--- src/rtl/full_adder_3bits.sv ---
// full_adder_3bits: registered adder producing {Cout, Sum} = A + B + Cin.
// Build option FULL_ADDER_3BITS_CLA_EN swaps the ripple carry chain for a
// single-level carry-lookahead expansion. Both builds give identical results
// and latency; only the depth of the combinational carry path differs.
// The result is registered, so it appears one clock after the operands.
// The "3bits" in the name is historical; the datapath width is WIDTH.

module full_adder_3bits #(
  parameter int WIDTH = 4
) (
  input  logic             clock,
  input  logic             reset,
  input  logic [WIDTH-1:0] A,
  input  logic [WIDTH-1:0] B,
  input  logic             Cin,
  output logic             Cout,
  output logic [WIDTH-1:0] Sum
);

  logic [WIDTH-1:0] genBits;
  logic [WIDTH-1:0] propBits;
  logic [WIDTH:0]   carry;
  logic [WIDTH-1:0] sumComb;

  assign genBits  = A & B;
  assign propBits = A ^ B;

`ifdef FULL_ADDER_3BITS_CLA_EN
  // Flat lookahead: each carry is the OR of every generate term propagated up
  // to it, plus Cin propagated through all lower bits.
  always_comb begin
    logic acc;
    logic prod;
    carry    = '0;
    carry[0] = Cin;
    for (int i = 0; i < WIDTH; i++) begin
      acc = genBits[i];
      for (int j = 0; j < i; j++) begin
        prod = genBits[j];
        for (int k = j + 1; k <= i; k++) begin
          prod = prod & propBits[k];
        end
        acc = acc | prod;
      end
      prod = Cin;
      for (int k = 0; k <= i; k++) begin
        prod = prod & propBits[k];
      end
      acc = acc | prod;
      carry[i+1] = acc;
    end
  end
`else
  // Ripple chain: each cell generates its own carry or passes the incoming one.
  always_comb begin
    logic rippleCarry;
    carry       = '0;
    rippleCarry = Cin;
    carry[0]    = rippleCarry;
    for (int i = 0; i < WIDTH; i++) begin
      rippleCarry = genBits[i] | (rippleCarry & propBits[i]);
      carry[i+1]  = rippleCarry;
    end
  end
`endif

  assign sumComb = propBits ^ carry[WIDTH-1:0];

  // Result register; reset clears it immediately and discards any pending result.
  always_ff @(posedge clock or negedge reset) begin
    if (!reset) begin
      Cout <= 1'b0;
      Sum  <= '0;
    end else begin
      Cout <= carry[WIDTH];
      Sum  <= sumComb;
    end
  end

endmodule

--- config.mk ---
export PLATFORM = sky130hd
export DESIGN_NAME = full_adder_3bits
export DESIGN_NICKNAME = d
export VERILOG_FILES = /design/src/rtl/full_adder_3bits.sv
export SDC_FILE = /design/constraint.sdc
export NUM_CORES = 1
export LEC_CHECK = 0
export CAP_MARGIN = 10
export CELL_PAD_IN_SITES_DETAIL_PLACEMENT = 1
export CELL_PAD_IN_SITES_GLOBAL_PLACEMENT = 1
export CORE_AREA = 2 2 39 41
export CTS_BUF_LIST = sky130_fd_sc_hd__clkbuf_8 sky130_fd_sc_hd__clkbuf_16
export DETAILED_ROUTE_END_ITERATION = 7
export DIE_AREA = 0 0 41 43
export MAX_ROUTING_LAYER = met4
export PLACE_DENSITY = 0.73
export SLEW_MARGIN = 25
export SYNTH_ARGS = -nofsm -noshare
export SYNTH_HDL_FRONTEND = slang
export SYNTH_SLANG_ARGS = --single-unit
--- constraint.sdc ---
create_clock -name clock -period 0.8 [get_ports clock]
set_input_delay 0.08 -clock clock [delete_from_list [all_inputs] [get_ports clock]]
set_output_delay 0.08 -clock clock [all_outputs]
set_load 0.02 [all_outputs]
# Word-level counts from Yosys, hierarchy flattened
# Index checks and enable logic that the tools add are counted.
[word_totals] regBits=5 wordCells=13 output_inout_bits=5
[classes] n_bitwise=11
[op_table] operator="$xor A4 B4 Y4" count=2
[op_table] operator="$and A1 B1 Y1" count=4
[op_table] operator="$and A4 B4 Y4" count=1
[op_table] operator="$or A1 B1 Y1" count=4

# Logic depth before layout (Yosys ltp)
# Gate-level depths: netlist of the first run.
[logic_depth] ltp_word=9 depth_mapped=8 depth_no_buf=8

# Worst setup path after synthesis of the first run
# OpenSTA, ideal clock, no wires.
[synth_path] path_type="input port to flip-flop" start="in A[0]" end="reg Sum[3]" path_stages=8 path_buffers=0 required_ns=0.736 slack_ns=-0.850 setup_ns=0.064 arrival_ns=1.586 path_cell_list="fa_1 > inv_1 > fa_1 > inv_1 > fa_1 > inv_1 > fa_1 > inv_1"
[synth_via] elab_chain_len=8 elab_cells_between_ends=9
[synth_rtl] element="start: declaration" line_no="13" source="input logic [WIDTH-1:0] A,"
[synth_rtl] element="$xor A4 B4 Y4" line_no="26" source="assign propBits = A ^ B;"
[synth_rtl] element="$and A1 B1 Y1" line_no="61" source="rippleCarry = genBits[i] | (rippleCarry & propBits[i]);"
[synth_rtl] element="$or A1 B1 Y1 *" line_no="61"
[synth_rtl] element="$and A1 B1 Y1 *" line_no="61"
[synth_rtl] element="$or A1 B1 Y1 *" line_no="61"
[synth_rtl] element="$and A1 B1 Y1 *" line_no="61"
[synth_rtl] element="$or A1 B1 Y1 *" line_no="61"
[synth_rtl] element="$xor A4 B4 Y4 *" line_no="67" source="assign sumComb = propBits ^ carry[WIDTH-1:0];"
[synth_rtl] element="via sumComb[3]" line_no="23" source="logic [WIDTH-1:0] sumComb;"
[synth_rtl] element="end signal: assignment" line_no="76" source="Sum <= sumComb;"
[synth_rtl] element="end: declaration" line_no="17" source="output logic [WIDTH-1:0] Sum"
# The timed path passes the listed nets; every way through them passes the cells marked *.

# Final worst setup path of the first run
# Same ends and word-level chain as after synthesis.

==> impl_metrics.env, run 1 <==
export IMPL_outcome="finished, violations left"
export IMPL_violations="negative setup slack"
export IMPL_cp_slowest_cell="fa_1"
export IMPL_drive_gt1_share_pct=52.6
export IMPL_grt_pass1_wl_um=710
export IMPL_fin_area_um2=460
export IMPL_num_antenna_cells=0
export IMPL_netlist_top_cell_by_area="dfrtp_1"
export IMPL_final_max_slew_viol_count=0
export IMPL_critPathMaxFanout=1
export IMPL_wl_per_cell_um=7.28
export IMPL_crit_buf_inv=5
export IMPL_setup_worst_path_class="in2reg"
export IMPL_arrival_ns=1.67
export IMPL_die_w_um=41
export IMPL_nFillCells=169
export IMPL_post_route_min_period_ns=1.51
export IMPL_vias=179
export IMPL_post_cts_buffers=0
export IMPL_synth_nets=34
export IMPL_drcViolationCount=0
export IMPL_drt_wl_total_um=393
export IMPL_grt_usage_pct=6.86
export IMPL_ys_seq_area_share_pct=51.5
export IMPL_hp_class="in2async"
export IMPL_fp_dieH_um=43
export IMPL_fmax_mhz=661
export IMPL_areaGrowthSynthToFinish_pct=89.7
export IMPL_cts_root_buf="clkbuf_8"
export IMPL_crit_path_max_incr_delay_ns=0.40
export IMPL_leakagePower_nw=0.233
export IMPL_min_period_over_period_pct=189
export IMPL_slew_headroom_pct=84.9
export IMPL_io_pins=16
export IMPL_cts_buffers=3
export IMPL_hold_buffers=0
export IMPL_placed_cell_area_um2=420
export IMPL_hpwl_um=346
export IMPL_drt_iter0_drc=0
export IMPL_multi_input_area_um2=87.6
export IMPL_core_um2=1380
export IMPL_cts_sinks=5
export IMPL_cp_top_family="adder cells"
export IMPL_p_per_area_nw_per_um2=2220
export IMPL_place_ws_ns=-1.38
export IMPL_mostFrequentLayoutCells="inv_2, buf_6, dfrtp_1, inv_1, clkdlybuf4s50_1"
export IMPL_finalSetupViolCount=4
export IMPL_drt_first_pass_iters=1
export IMPL_area_sequential_um2=125
export IMPL_row_count=14
export IMPL_rsz0062_at_grt="yes"
export IMPL_portBuffers=15
export IMPL_cp_end_kind="flop"
export IMPL_final_nets=54
export IMPL_htree_levels=1
export IMPL_syn_cell_area_um2=243
export IMPL_synth_cell_types=3
export IMPL_ys_seq_elements=5
export IMPL_peakVddDrop_v=0.000508
export IMPL_syn_inst=19
export IMPL_clockBufferDepth=2
export IMPL_gp_congestion=0.550
export IMPL_crit_chain="buf_6, fa_2, inv_2, fa_2, inv_2, fa_2, inv_2, fa_1, inv_1"
export IMPL_critPathLaunchType="input port"
export IMPL_layout_setup_ws_ns=-0.714
export IMPL_p_total_mw=1.02
export IMPL_yosys_area_top_type_share_pct=51.5
export IMPL_clkSlewWorstSetupHoldPaths_ns=0.04
export IMPL_yosysWarnings=0
export IMPL_die_area_um2=1760
export IMPL_hold_viol=0
export IMPL_grt_max_degree=6
export IMPL_antenna_found_initial=0
export IMPL_yosys_top_cells_area="dfrtp_1, fa_1, inv_1"
export IMPL_required_ns=0.95
export IMPL_tightest_slew_ns=0.225
export IMPL_finalSetupTns_ns=-1.69
export IMPL_start_util_pct=17.5
export IMPL_grt_pass1_vias=208
export IMPL_grt_overflow=0
export IMPL_postSynthAreaPerCell_um2=12.8
export IMPL_max_cap_violations=0
export IMPL_cts_tree="built"
export IMPL_avgViaCountPerCell=3.31
export IMPL_antenna_left=0
export IMPL_hold_ws_ns=0.0821
==> metrics by stage <==
stage	std cells	utilization (%)
after detailed placement	50	30.4
final	54	33.3
after CTS	54	32.4
after global placement	50	30.4
after global routing	54	33.3
after floorplan	19	-
==> kinds of logic after synthesis <==
kind of cell | share of synthesized area, %
buffers and inverters | 15.5
DFF | 51.5
adders and majority gates | 33.0
==> cell type report <==
cell class / count / area share [%]
Inverter: 10 / 8.15
Timing Repair Buffer: 15 / 31.5
Clock inverter: 1 / 0.815
Multi-Input combinational cell: 4 / 19.0
Tap cell: 16 / 4.35
Clock buffer: 3 / 8.97
Sequential cell: 5 / 27.2
==> flip-flops by register name (all words and copies together), names as in the netlist <==
signal,flops
Cout,1
Sum,4
==> power breakdown <==
| part | internal (mW) | switching (mW) |
|---|---|---|
| combinational | 0.141 | 0.118 |
| sequential | 0.296 | 0.0185 |
| clock | 0.328 | 0.119 |
==> timing repair <==
| action | CTS | global route |
|---|---|---|
| hold endpoints to repair | 0 | 0 |
| pin swaps | 4 | 0 |
| resized for setup | 43 | 5 |
| cloned | 0 | 0 |
| endpoints found under the setup margin | 10 | 9 |
==> synthesized netlist by cell type, drive strengths merged <==
master and n:
fa 4, inv 10, dfrtp 5
==> worst paths after layout <==
check / endpoint / start / slack, ns / cells after the start
min: Sum[2] / reset / 0.08 / 1
max in group asynchronous: Sum[0] / reset / 0.53 / 1
max: Sum[3] / A[0] / -0.71 / 9
min in group clock: Sum[0] / A[0] / 0.16 / 2
==> metal layers <==
layer	global-route usage [%]	vias up	part of all wire (%)
met5	-	-	0
met4	10.0	0	0
met3	0	0	9.9
met2	10.3	10	61
met1	5.98	85	29
li1	-	84	-
Note: power is estimated with default switching activity, not from simulation.
==> run 2, diff against run 1 <==
- ABC_AREA: not set -> 1
- CTS_CLUSTER_DIAMETER: not set -> 100
==> results of run 2 <==
The final DEF is identical to that of run 1; final timing and power are the same.
==> run 3, diff against run 2 <==
- HOLD_SLACK_MARGIN: not set -> 0.08
==> results of run 3 <==
The final DEF is identical to that of run 1; final timing and power are the same.
